[config.mk]
export PLATFORM = sky130hd
export DESIGN_NAME = io_bridge_flat
export DESIGN_NICKNAME = d
export VERILOG_FILES = /design/src/rtl/io_bridge_if.sv /design/src/rtl/io_bridge.sv /design/src/flat_wrapper.sv
export SDC_FILE = /design/constraint.sdc
export NUM_CORES = 1
export LEC_CHECK = 0
export CAP_MARGIN = 10
export CORE_AREA = 5 5 102 104
export CTS_CLUSTER_SIZE = 8
export DETAILED_ROUTE_END_ITERATION = 8
export DIE_AREA = 0 0 107 109
export DONT_BUFFER_PORTS = 1
export GPL_TIMING_DRIVEN = 0
export HOLD_SLACK_MARGIN = 0.15
export PLACE_DENSITY = 0.57
export SYNTH_ARGS = -nofsm -noshare
export SYNTH_HDL_FRONTEND = slang
export SYNTH_SLANG_ARGS = --single-unit
[constraint.sdc]
create_clock -name clk -period 2.85 [get_ports clk]
set_input_delay 0.57 -clock clk [delete_from_list [all_inputs] [get_ports clk]]
set_output_delay 0.57 -clock clk [all_outputs]
set_load 0.01 [all_outputs]
[src/rtl/io_bridge_if.sv]
// CPU-side bus between the memory stage and the peripheral bridge.
// The CPU drives the request fields; the bridge answers with read data,
// a stall handshake and a same-cycle error flag.
interface io_bridge_if;
    logic [31:0] pr_addr;
    logic        pr_we;
    logic        pr_re;
    logic [31:0] pr_wd;
    logic [3:0]  pr_be;
    logic [31:0] pr_rd;
    logic        pr_stall;
    logic        pr_err;

    modport master (
        output pr_addr, pr_we, pr_re, pr_wd, pr_be,
        input  pr_rd, pr_stall, pr_err
    );

    modport slave (
        input  pr_addr, pr_we, pr_re, pr_wd, pr_be,
        output pr_rd, pr_stall, pr_err
    );
endinterface

[src/rtl/io_bridge.sv]
// System bridge from the CPU memory stage to up to eight memory-mapped
// peripherals. Each device owns a window of WIN_BYTES bytes starting at
// BASE + i*STRIDE. Writes complete in the request cycle, reads take one
// stall cycle and return registered data. The first illegal access is held
// for software, and device interrupt levels are registered for CP0.
module io_bridge #(
    parameter int unsigned N_DEV     = 2,
    parameter logic [31:0] BASE      = 32'h0000_7f00,
    parameter logic [31:0] STRIDE    = 32'h10,
    parameter int unsigned WIN_BYTES = 12
) (
    input  logic                  clk,
    input  logic                  reset,
    io_bridge_if.slave            pr,
    output logic [31:0]           dev_addr,
    output logic [31:0]           dev_wd,
    output logic [N_DEV-1:0]      dev_we,
    input  logic [32*N_DEV-1:0]   dev_rd,
    input  logic [N_DEV-1:0]      dev_irq,
    output logic [N_DEV-1:0]      hw_int,
    output logic                  err_valid,
    output logic [31:0]           err_addr,
    input  logic                  err_clr
);

    typedef enum logic {
        IDLE,
        RESP
    } state_t;

    state_t             state_q, state_d;
    logic [31:0]        rd_q, rd_d;
    logic               err_valid_q, err_valid_d;
    logic [31:0]        err_addr_q, err_addr_d;
    logic [N_DEV-1:0]   hw_int_q, hw_int_d;

    logic [N_DEV-1:0]   hit;
    logic               any_hit;
    logic               illegal;
    logic               rd_ok;
    logic               wr_ok;
    logic [31:0]        rd_sel;

    assign dev_addr = {pr.pr_addr[31:2], 2'b00};
    assign dev_wd   = pr.pr_wd;

    // Window decode: windows never overlap, so at most one hit bit is set.
    for (genvar i = 0; i < int'(N_DEV); i++) begin : g_dec
        localparam logic [31:0] WIN_LO = BASE + 32'(i) * STRIDE;
        localparam logic [31:0] WIN_HI = WIN_LO + 32'(WIN_BYTES) - 32'd1;
        assign hit[i] = (dev_addr >= WIN_LO) && (dev_addr <= WIN_HI);
    end

    assign any_hit = |hit;

    // Classify the current request: conflicting strobes, unmapped address,
    // or a partial write all make it illegal.
    always_comb begin
        illegal = 1'b0;
        if (pr.pr_we && pr.pr_re) begin
            illegal = 1'b1;
        end
        if ((pr.pr_we || pr.pr_re) && !any_hit) begin
            illegal = 1'b1;
        end
        if (pr.pr_we && (pr.pr_be != 4'hF)) begin
            illegal = 1'b1;
        end
        rd_ok = pr.pr_re && !illegal;
        wr_ok = pr.pr_we && !illegal;
    end

    // Read-data mux selecting the slice of the device that was hit.
    always_comb begin
        rd_sel = 32'h0;
        for (int i = 0; i < int'(N_DEV); i++) begin
            if (hit[i]) begin
                rd_sel = dev_rd[32*i +: 32];
            end
        end
    end

    // Next-state logic for the read FSM, error capture and interrupt sync.
    always_comb begin
        state_d     = state_q;
        rd_d        = rd_q;
        err_valid_d = err_valid_q;
        err_addr_d  = err_addr_q;
        hw_int_d    = dev_irq;

        case (state_q)
            IDLE: begin
                if (rd_ok) begin
                    state_d = RESP;
                    rd_d    = rd_sel;
                end
            end
            RESP: begin
                state_d = IDLE;
            end
            default: begin
                state_d = IDLE;
            end
        endcase

        if (err_clr) begin
            err_valid_d = 1'b0;
            err_addr_d  = 32'h0;
        end else if (illegal && !err_valid_q) begin
            err_valid_d = 1'b1;
            err_addr_d  = pr.pr_addr;
        end
    end

    // All bridge state, cleared synchronously by reset.
    always_ff @(posedge clk) begin
        if (reset) begin
            state_q     <= IDLE;
            rd_q        <= 32'h0;
            err_valid_q <= 1'b0;
            err_addr_q  <= 32'h0;
            hw_int_q    <= '0;
        end else begin
            state_q     <= state_d;
            rd_q        <= rd_d;
            err_valid_q <= err_valid_d;
            err_addr_q  <= err_addr_d;
            hw_int_q    <= hw_int_d;
        end
    end

    // CPU-facing outputs; combinational ones are held low during reset.
    always_comb begin
        pr.pr_stall = !reset && (state_q == IDLE) && rd_ok;
        pr.pr_rd    = (!reset && (state_q == RESP)) ? rd_q : 32'h0;
        pr.pr_err   = !reset && illegal;
        dev_we      = (!reset && wr_ok) ? hit : '0;
    end

    assign hw_int    = hw_int_q;
    assign err_valid = err_valid_q;
    assign err_addr  = err_addr_q;

endmodule

[src/flat_wrapper.sv]
// flat-port wrapper written by rule: the top's interface ports become plain ports
module io_bridge_flat 
#(
    parameter int unsigned N_DEV     = 2,
    parameter logic [31:0] BASE      = 32'h0000_7f00,
    parameter logic [31:0] STRIDE    = 32'h10,
    parameter int unsigned WIN_BYTES = 12
)
  (clk, reset, dev_addr, dev_wd, dev_we, dev_rd, dev_irq, hw_int, err_valid, err_addr, err_clr, pr_pr_addr, pr_pr_we, pr_pr_re, pr_pr_wd, pr_pr_be, pr_pr_rd, pr_pr_stall, pr_pr_err);
  io_bridge_if pr_i ();
  input  logic clk;
  input  logic reset;
  output logic [31:0] dev_addr;
  output logic [31:0] dev_wd;
  output logic [N_DEV-1:0] dev_we;
  input  logic [32*N_DEV-1:0] dev_rd;
  input  logic [N_DEV-1:0] dev_irq;
  output logic [N_DEV-1:0] hw_int;
  output logic err_valid;
  output logic [31:0] err_addr;
  input  logic err_clr;
  input wire logic [$bits(pr_i.pr_addr)-1:0] pr_pr_addr;
  input wire logic [$bits(pr_i.pr_we)-1:0] pr_pr_we;
  input wire logic [$bits(pr_i.pr_re)-1:0] pr_pr_re;
  input wire logic [$bits(pr_i.pr_wd)-1:0] pr_pr_wd;
  input wire logic [$bits(pr_i.pr_be)-1:0] pr_pr_be;
  output wire logic [$bits(pr_i.pr_rd)-1:0] pr_pr_rd;
  output wire logic [$bits(pr_i.pr_stall)-1:0] pr_pr_stall;
  output wire logic [$bits(pr_i.pr_err)-1:0] pr_pr_err;
  assign pr_i.pr_addr = pr_pr_addr;
  assign pr_i.pr_we = pr_pr_we;
  assign pr_i.pr_re = pr_pr_re;
  assign pr_i.pr_wd = pr_pr_wd;
  assign pr_i.pr_be = pr_pr_be;
  assign pr_pr_rd = pr_i.pr_rd;
  assign pr_pr_stall = pr_i.pr_stall;
  assign pr_pr_err = pr_i.pr_err;
  io_bridge #(.N_DEV(N_DEV), .BASE(BASE), .STRIDE(STRIDE), .WIN_BYTES(WIN_BYTES)) u_core (.clk(clk), .reset(reset), .pr(pr_i), .dev_addr(dev_addr), .dev_wd(dev_wd), .dev_we(dev_we), .dev_rd(dev_rd), .dev_irq(dev_irq), .hw_int(hw_int), .err_valid(err_valid), .err_addr(err_addr), .err_clr(err_clr));
endmodule
; ---- Yosys cells after proc, flatten, opt, wreduce, memory -nomap -nowiden
; Index checks and enable logic that the tools add are counted.
[totals]
out_inout_bits = 135
reg_bits = 68
elab_cells = 41
in_bits = 139
[classes]
bitwise_logic = 1
reduce_logical = 21
eq_ne = 1
order_cmp = 4
n_mux = 9
[ops]
columns = operator, count
row1 = $mux W32, 3
row2 = $ge A32 B15 Y1 const B, 2
row3 = $le A32 B15 Y1 const B, 2
row4 = $logic_and A1 B1 Y1, 13
row5 = $logic_not A1 Y1, 4
row6 = $mux W1, 4
row7 = $ne A4 B4 Y1 const B, 1
row8 = $reduce_or A2 Y1, 2
row9 = $mux W2, 1
row10 = $pmux W1 S2, 1
row11 = $reduce_and A2 Y1, 1
row12 = $logic_or A1 B1 Y1, 1
row13 = $not A1 Y1, 1

; ---- Depth between registers and ports, before layout
; Gate-level depths: netlist of the first run.
[logic_depth]
word_depth = 11
mapped_depth = 7
mapped_depth_nobuf = 4

; ---- Worst setup path before layout of the first run
; No wires, ideal clock.
[synth_path]
path_kind = in2out
startpoint = in pr_pr_addr[28]
endpoint = out dev_we[0]
arrival_ns = 2.308
required_ns = 2.280
n_path_buf = 1
slack_ns = -0.028
stages = 5
path_cell_list = or4b_4 -> a2111oi_4 -> nand2_2 -> buf_2 -> nor4_1
[synth_via]
elab_chain_cells = 11
word_cells_on_any_way = 15
cone_classes = order compare (4) / mux (3) / reduce/logical (8)
[synth_lines]
columns = element, line_no
row1 = "start, declared", flat_wrapper.sv:22  ; input wire logic [$bits(pr_i.pr_addr)-1:0] pr_pr_addr;
row2 = $ge A32 B15 Y1 / $le A32 B15 Y1 (equally long branches), io_bridge.sv:51  ; assign hit[i] = (dev_addr >= WIN_LO) && (dev_addr <= WIN_HI);
row3 = $logic_and A1 B1 Y1, io_bridge.sv:51
row4 = $reduce_or A2 Y1, io_bridge.sv:54  ; assign any_hit = |hit;
row5 = $logic_not A1 Y1, io_bridge.sv:63  ; if ((pr.pr_we || pr.pr_re) && !any_hit) begin
row6 = $logic_and A1 B1 Y1, io_bridge.sv:63
row7 = $mux W1, io_bridge.sv:63
row8 = $mux W1, io_bridge.sv:66  ; if (pr.pr_we && (pr.pr_be != 4'hF)) begin
row9 = $logic_not A1 Y1, io_bridge.sv:70  ; wr_ok = pr.pr_we && !illegal;
row10 = $logic_and A1 B1 Y1, io_bridge.sv:70
row11 = $logic_and A1 B1 Y1, io_bridge.sv:137  ; dev_we = (!reset && wr_ok) ? hit : '0;
row12 = $mux W2 *, io_bridge.sv:137
row13 = "end, declared", flat_wrapper.sv:15  ; output logic [N_DEV-1:0] dev_we;
; Every way passes the cells marked *; elsewhere a longest branch is shown, timed or not.

; ---- Final worst setup path of the first run
[layout_path]
startpoint = in pr_pr_addr[28]
endpoint = out pr_pr_stall
[layout_via]
elab_chain_cells = 10
word_cells_on_any_way = 14
cone_classes = order compare (4) / mux (2) / reduce/logical (8)
[layout_lines]
columns = element, line_no
row1 = $ge A32 B15 Y1 / $le A32 B15 Y1 (equally long branches), io_bridge.sv:51
row2 = $logic_and A1 B1 Y1, io_bridge.sv:51
row3 = $reduce_or A2 Y1 *, io_bridge.sv:54
row4 = $logic_not A1 Y1 *, io_bridge.sv:63
row5 = $logic_and A1 B1 Y1 *, io_bridge.sv:63
row6 = $mux W1 *, io_bridge.sv:63
row7 = $mux W1 *, io_bridge.sv:66
row8 = $logic_not A1 Y1 *, io_bridge.sv:69  ; rd_ok = pr.pr_re && !illegal;
row9 = $logic_and A1 B1 Y1 *, io_bridge.sv:69
row10 = $logic_and A1 B1 Y1 *, io_bridge.sv:134  ; pr.pr_stall = !reset && (state_q == IDLE) && rd_ok;
row11 = "end, declared", flat_wrapper.sv:28  ; output wire logic [$bits(pr_i.pr_stall)-1:0] pr_pr_stall;
; Marks and branches as above.

==> metrics.csv, run 1 <==
metric,value,unit
outcome,"complete, no violations",
numCtsBuffers,9,
drive_above_1_share,18.9,%
grt_pass1_vias,3697,
grt_pass1_wl,20000,um
final_area,0.00455,sq mm
synth_top_family_by_area,compound AO/OA/AOI/OAI gates,
die_x,107,um
synth_top_area_share,32.5,%
synth_compound_area_share,30.7,%
synth_ff_type,dfxtp_1,
num_io_pins,274,
ant_nets,0,
htree_num_levels,3,
clk_path_buf_depth,2,
area_growth,8.57,%
min_to,u_core.hw_int[0],
vdd.ir_drop.worst,0.286,mV
holdBufCountCts,0,
nets,664,
whs_path_depth,1,
place.gp.congestion,0.801,
whs,360,ps
end_kind,output port,
drt-wirelength-per-cell,20.5,um
worstMarginPinSlew,720,ps
dp_hpwl,10100,um
use_met3,6.63,%
drtPass1Iterations,4,
report.final.slew_viol_count,0,
finalSetupTns,0,ps
power_density,440,mW/mm^2
r2r_cells,4,
ys_seq_area_share,32.5,%
fin_crit,2740,ps
vias,3845,
crit_type,in2out,
antennaDiodeCount,0,
startpoint_type,primary input,
total_power,2.00,mW
relSlewSlack,52.0,%
ys_async_sr_fraction,0,%
cts_sinks,68,
hold_viol_final,0,
drc,0,
io_buffers,0,
layout.cells.non_filler,644,
worst_slack,112,ps
top_usage_layer,met2,
synthAdderAreaFrac,0,%
synth-seq-cells,68,
synthMuxAreaShare,4.78,%
reg2reg_to,u_core.err_addr[23],
place_inst,627,
dpl-instance-area,0.00434,sq mm
core-area,0.00946,sq mm
start_util,44.3,%
yosys-top-cells-count,"dfxtp_1 (68), buf_4 (66), o21ai_0 (64)",
hold_path.class,in2reg,
grt_max_degree,12,
period_share,96.1,%
track_usage,21.6,%
worst-path-max-fanout,10,
die_y,109,um
min-delay-start,dev_irq[0],
synth-simple-area-share,12.7,%
die-area,0.0117,sq mm
worstSkewPairLatency,340,ps
path_clk_slew,70,ps
grtUsageMet1,25.8,%
synth-edff-count,0,
cts_tree,done,
rsz0062_at_grt,no,
ys_types,36,
syn-cell-area,0.00419,sq mm
rows,36,
grtUsageMet2,37.5,%
drtIter0Drc,198,
wl,13200,um
netlist_top_cells_area,"dfxtp_1 (33%), buf_4 (12%), o21ai_0 (7.6%)",
clock_skew,7.71,ps
max_freq,365,MHz
synth-xor-area-share,0,%
vias_per_cell,5.97,
dp_slack,-377,ps
antenna_found_initial,0,
cp.arrival,2170,ps
required,2280,ps
synth.largest_area_cell,dfxtp_1,
r2r-start,u_core.err_valid,
cts_root_buffer,clkbuf_8,
n_fill_cell,981,
ff2ff_setup_slack,1040,ps
syn_avg_cell_area,8.18,sq um
ys_warn_count,0,
yosysMostFrequentCell,dfxtp_1,
synth_cells,512,
leakage,1.68,nW
setup_violations,0,
drv_cap,0,
postLayoutCoreUtil,48.1,%
grt_remaining_overflow,0,
-- how the worst max path moves through the flow --
stage	start	endpoint	slack, ps
2_1_floorplan	pr_pr_addr[28]	pr_pr_stall	60
3_3_place_gp	pr_pr_addr[28]	pr_pr_stall	-360
3_5_place_dp	pr_pr_addr[28]	pr_pr_stall	-380
4_1_cts	pr_pr_we	pr_pr_stall	30
5_1_grt	pr_pr_addr[28]	pr_pr_stall	30
6_report	pr_pr_addr[28]	pr_pr_stall	110
-- critical path: stages --
cell	delay (ps)
or4b_4	550
a2111oi_4	400
nand2_2	130
buf_2	230
nor3b_2	290
-- sequential cells by signal, indices dropped and copies added, names as in the netlist --
signal            cells
u_core.err_addr      32
u_core.err_valid      1
u_core.hw_int         2
u_core.rd_q          32
u_core.state_q        1
-- layer usage --
metal  vias up  wire length, um
li1       1830                -
met5         -                0
met4         0              123
met2       178             6610
met3        13             1250
met1      1824             5240
-- power by group --
group          internal, mW  leakage (nW)  switching (mW)  total, mW
registers             0.974         0.552          0.0340       1.01
clock network         0.337        0.0824           0.371      0.709
logic                 0.124          1.05           0.159      0.283
-- cell usage in the layout (no fill, tap or decap), drive strengths merged, types with 2 or more instances in the layout --
master / n
dfxtp: 68
and2: 44
inv: 32
buf: 76
clkinvlp: 2
clkbuf: 51
nor2: 5
mux2i: 20
clkinv: 2
a21oi: 2
o2bb2ai: 20
conb: 2
o221ai: 12
nor4: 7
nand3: 13
nor2b: 3
o21ai: 64
o211ai: 12
a211oi: 32
nor3b: 3
nand4: 2
a31oi: 44
-- final cells by class --
| cell class | instances | area [sq um] | area share, % |
|---|---|---|---|
| plain buffers | 113 | 682 | 15.0 |
| clock buffers | 12 | 145 | 3.19 |
| clock inverters | 4 | 25.0 | 0.550 |
| inverters | 32 | 120 | 2.64 |
| multi-input cells | 299 | 2060 | 45.2 |
| flip-flops and latches | 68 | 1360 | 29.9 |
| well taps | 114 | 143 | 3.14 |
| repair buffers | 2 | 15.0 | 0.330 |
-- timing repair --
action	in CTS	in global routing
pin swaps	1	2
resized for setup	3	1
cloned	0	0
setup endpoints to repair	3	2
buffers inserted	2	0
-- logic make-up (layout without fill, tap and decap cells) --
family,Yosys count,in the layout
AND/OR/NAND/NOR,85,85
flip-flops,68,68
other,1,2
AO/OA/AOI/OAI,192,192
buffers and inverters,146,163
multiplexers,20,20
No activity file was read; power rests on OpenSTA's default activity.
==> inputs of run 2 (changes only) <==
HOLD_SLACK_MARGIN = 0.02   (was 0.15)
REMOVE_ABC_BUFFERS = 1   (was unset)
SLEW_MARGIN = 30   (was unset)
==> metrics.csv, run 2 (synthesis gave the netlist of run 1 again) <==
metric,value,unit
outcome,"complete, no violations",
min_to,u_core.rd_q[0],
vdd.ir_drop.worst,0.236,mV
area_growth,-1.88,%
whs,290,ps
postLayoutCoreUtil,43.4,%
mostFrequentLayoutCells,"dfxtp_1 (68), o21ai_0 (64), and2_1 (44), a31oi_1 (44)",
min-delay-start,reset,
worst_slack,82.5,ps
crit_chain,or4b_4 > a2111o_1 > o22ai_1 > a21oi_1,
die-area,0.0117,sq mm
worst-path-max-fanout,14,
startpoint_type,primary input,
nets,568,
die_x,107,um
reg2reg_to,u_core.rd_q[28],
relSlewSlack,38.4,%
setup_violations,0,
rows,36,
worstSkewPairLatency,340,ps
hold_path.class,in2reg,
grt_max_degree,43,
slowest_stage,a2111o_1,
r2r_cells,4,
track_usage,22.8,%
numCtsBuffers,9,
dpl-instance-area,0.00381,sq mm
cp.arrival,2200,ps
cts_sinks,68,
dp_hpwl,9450,um
clk_path_buf_depth,2,
finalSetupTns,0,ps
grt_remaining_overflow,0,
antenna_found_initial,0,
grt_pass1_wl,20400,um
final_area,0.00411,sq mm
hold_viol_final,0,
dp_slack,-485,ps
leakage,1.41,nW
max_freq,361,MHz
core-area,0.00946,sq mm
ant_nets,0,
drv_cap,0,
start_util,44.3,%
htree_num_levels,3,
whs_path_depth,1,
drc,0,
r2r-start,u_core.state_q,
required,2280,ps
crit_path_max_incr_delay,660,ps
clock_skew,11.1,ps
final_common_cell,dfxtp_1,
cts_root_buffer,clkbuf_8,
place.gp.congestion,0.720,
crit_type,in2out,
die_y,109,um
cts_tree,done,
report.final.slew_viol_count,0,
end_kind,output port,
ff2ff_setup_slack,750,ps
drt-wirelength-per-cell,24.7,um
path_clk_slew,80,ps
power_density,484,mW/mm^2
io_buffers,0,
period_share,97.1,%
vias_per_cell,6.41,
drtPass1Iterations,4,
worstMarginPinSlew,921,ps
antennaDiodeCount,0,
grt_pass1_vias,3457,
drive_above_1_share,12.4,%
vias,3510,
fin_crit,2770,ps
num_io_pins,274,
rsz0062_at_grt,no,
wl,13500,um
drtIter0Drc,225,
-- run 2: changes by cell type in the layout (fill, tap and decap cells not counted), moves of 2 or more --
| cell | previous run | this run |
|---|---|---|
| buf_4 | 68 | 10 |
| clkbuf_1 | 41 | 0 |
| nor4_1 | 4 | 0 |
| buf_2 | 8 | 6 |
| nor4_2 | 2 | 4 |
| nor4_4 | 1 | 3 |
-- run 2: critical path, delay by kind of cell --
family             cells  cell delay, ps
and+or+nand+nor        1             550
AOI/OAI and AO/OA      3            1080
-- run 2: worst max path at each step --
| stage | startpoint | end | slack [ps] | cells after the start |
|---|---|---|---|---|
| 2_1_floorplan | pr_pr_addr[5] | dev_we[1] | -1990 | 2 |
| 3_3_place_gp | pr_pr_addr[5] | u_core.rd_q[12] | -4150 | 4 |
| 3_5_place_dp | pr_pr_addr[22] | dev_we[1] | -490 | 4 |
| 4_1_cts | pr_pr_addr[28] | dev_we[1] | 60 | 4 |
| 5_1_grt | pr_pr_addr[28] | pr_pr_err | 20 | 4 |
| 6_report | pr_pr_addr[28] | pr_pr_err | 80 | 4 |
-- run 2: power by group --
part,leakage (nW),internal (mW),switching (mW)
clock network,0.0983,0.426,0.385
registers,0.552,0.974,0.0336
logic,0.762,0.0725,0.0990
total,1.41,1.47,0.518
-- run 2: layout make-up --
class | count | area, sq um
well taps | 114 | 143
repair buffers | 18 | 144
multi-input cells | 300 | 2140
inverters | 32 | 120
clock buffers | 10 | 138
flip-flops and latches | 68 | 1360
clock inverters | 6 | 63.8
fillers | 946 | 5350
-- run 2: repair_timing --
item / CTS / global route
hold buffers: 0 / 0
pin swaps: 1 / 0
gates resized for setup: 8 / 2
buffers inserted: 3 / 0
endpoints found under the setup margin: 4 / 2
gates cloned: 1 / 0
-- run 2: metal layers --
metal / track usage (%) / vias to the layer above / part of all wire [%] / wire length (um)
met4: 6.58 / 2 / 1.3 / 175
met3: 13.6 / 20 / 13 / 1820
met5: 4.46 / - / 0.38 / 52
met1: 28.2 / 1633 / 42 / 5740
met2: 32.9 / 214 / 43 / 5760
li1: - / 1641 / - / -
-- run 2: per-stage QoR --
stage / power (mW) / cells
finish: 1.99 / 548
global route: 2.08 / 548
CTS: 2.02 / 548
detailed placement: 1.20 / 528
global placement: 1.18 / 513
floorplan: 1.15 / 399
==> inputs of run 3 (changes only) <==
CORE_AREA = unset   (was 5 5 102 104)
CORE_ASPECT_RATIO = 0.75   (was unset)
CORE_MARGIN = 2   (was unset)
CORE_UTILIZATION = 37   (was unset)
DIE_AREA = unset   (was 0 0 107 109)
DONT_BUFFER_PORTS = unset   (was 1)
PLACE_DENSITY = 0.79   (was 0.57)
==> metrics.csv, run 3 (synthesis gave the netlist of run 1 again) <==
metric,value,unit
outcome,"complete, no violations",
area_growth,52.7,%
mostFrequentLayoutCells,"clkdlybuf4s50_1 (190), dfxtp_1 (68), o21ai_0 (64)",
numCtsBuffers,9,
antenna_found_initial,0,
min-delay-start,u_core.err_addr[19],
crit_type,in2out,
cp.arrival,2200,ps
grt_pass1_vias,4327,
clk_path_buf_depth,2,
end_kind,output port,
r2r-start,u_core.err_valid,
setup_violations,0,
nets,786,
leakage,2.33,nW
required,2280,ps
report.final.slew_viol_count,0,
start_util,38.1,%
p_comb_share,18.6,%
worstMarginPinSlew,922,ps
grt_max_degree,38,
worst-path-max-fanout,5,
drc,0,
cts_sinks,68,
antennaDiodeCount,0,
whs,484,ps
rows,33,
drive_above_1_share,12.2,%
crit_path_max_incr_delay,500,ps
die_x,127,um
track_usage,24.7,%
htree_num_levels,3,
vias_per_cell,5.60,
startpoint_type,primary input,
slowest_stage,clkdlybuf4s50_1,
crit_start,pr_pr_addr[25],
power_frac_seq,38.4,%
clkPwrFrac,42.9,%
core-area,0.0110,sq mm
hold_path.class,reg2reg,
power_density,404,mW/mm^2
cell_internal_pwr,1.96,mW
die-area,0.0122,sq mm
period_share,97.2,%
wl,15700,um
drtIter0Drc,243,
vdd.ir_drop.worst,0.257,mV
vias,4421,
p_sw_share,24.1,%
path_clk_slew,50,ps
postLayoutCoreUtil,58.2,%
grt_remaining_overflow,0,
hold_viol_final,0,
n_fill_cell,947,
ant_nets,0,
holdBufCountCts,0,
drv_cap,0,
drtPass1Iterations,5,
fin_crit,2770,ps
max_freq,361,MHz
grt_pass1_wl,23300,um
cts_tree,done,
worst_slack,79.9,ps
relSlewSlack,38.3,%
die_y,96.1,um
drt-wirelength-per-cell,19.9,um
worstSkewPairLatency,330,ps
io_buffers,207,
dp_hpwl,11000,um
cts_root_buffer,clkbuf_16,
final_common_cell,clkdlybuf4s50_1,
place.gp.congestion,0.742,
p_switching,0.623,mW
clock_skew,3.20,ps
crit_chain,clkdlybuf4s50_1 > nor4_4 > and4_4 > nand2_4 > nor3b_2 > buf_2,
finalSetupTns,0,ps
dp_slack,-1400,ps
num_io_pins,274,
## run 3: changes by cell type in the layout (fill, tap and decap cells not counted), moves of 3 or more
| cell | before | now |
|---|---|---|
| clkbuf_16 | 0 | 9 |
| clkbuf_8 | 10 | 2 |
| clkbuf_2 | 0 | 6 |
| dlymetal6s2s_1 | 0 | 3 |
| clkdlybuf4s50_1 | 0 | 190 |
| buf_4 | 10 | 20 |
| buf_2 | 6 | 9 |
## run 3: cell type report
class	count	area, sq um	area share [%]
flip-flops and latches	68	1360	21.3
inverters	32	120	1.88
repair buffers	234	2250	35.2
multi-input cells	302	2200	34.4
clock buffers	12	256	4.01
well taps	140	175	2.74
clock inverters	2	35.0	0.548
## run 3: power groups by stage
stage	combinational [mW]	sequential (mW)	clock, mW
after global routing	0.516	0.996	1.16
after CTS	0.479	0.992	1.13
final	0.481	0.993	1.11
after floorplan	0.124	1.02	0
after detailed placement	0.471	1.01	0
after global placement	0.444	1.01	0
## run 3: what timing repair did
item,in CTS,in global routing
pin swaps,11,9
setup buffers,9,3
resized for setup,47,19
setup endpoints to repair,64,75
gates cloned,1,2
## run 3: routing by layer
metal / vias up / routed length [um] / track usage (%)
met4: 0 / 199 / 6.23
li1: 2078 / - / -
met1: 2100 / 6880 / 30.8
met5: - / 0 / 2.10
met3: 24 / 1520 / 10.8
met2: 219 / 7090 / 39.1
## run 3: metrics by stage
stage / total power, mW / instances / cell area (sq um)
after floorplan: 1.15 / 399 / 3510
after global placement: 1.45 / 746 / 5750
after detailed placement: 1.48 / 762 / 5930
after CTS: 2.60 / 786 / 6360
after global routing: 2.67 / 790 / 6390
final: 2.58 / 790 / 6390
## run 3: worst paths after layout
| check | end | slack, ps | cells after the start |
|---|---|---|---|
| min reg2reg | u_core.err_addr[19] | 480 | 1 |
| min | u_core.err_addr[19] | 480 | 1 |
| max | pr_pr_stall | 80 | 6 |
| max reg2reg | u_core.err_addr[10] | 1090 | 4 |
## run 3: critical path: cells and delay by family
family                 cells  cell delay, ps
AND/OR/NAND/NOR            4             950
buffers and inverters      2             670
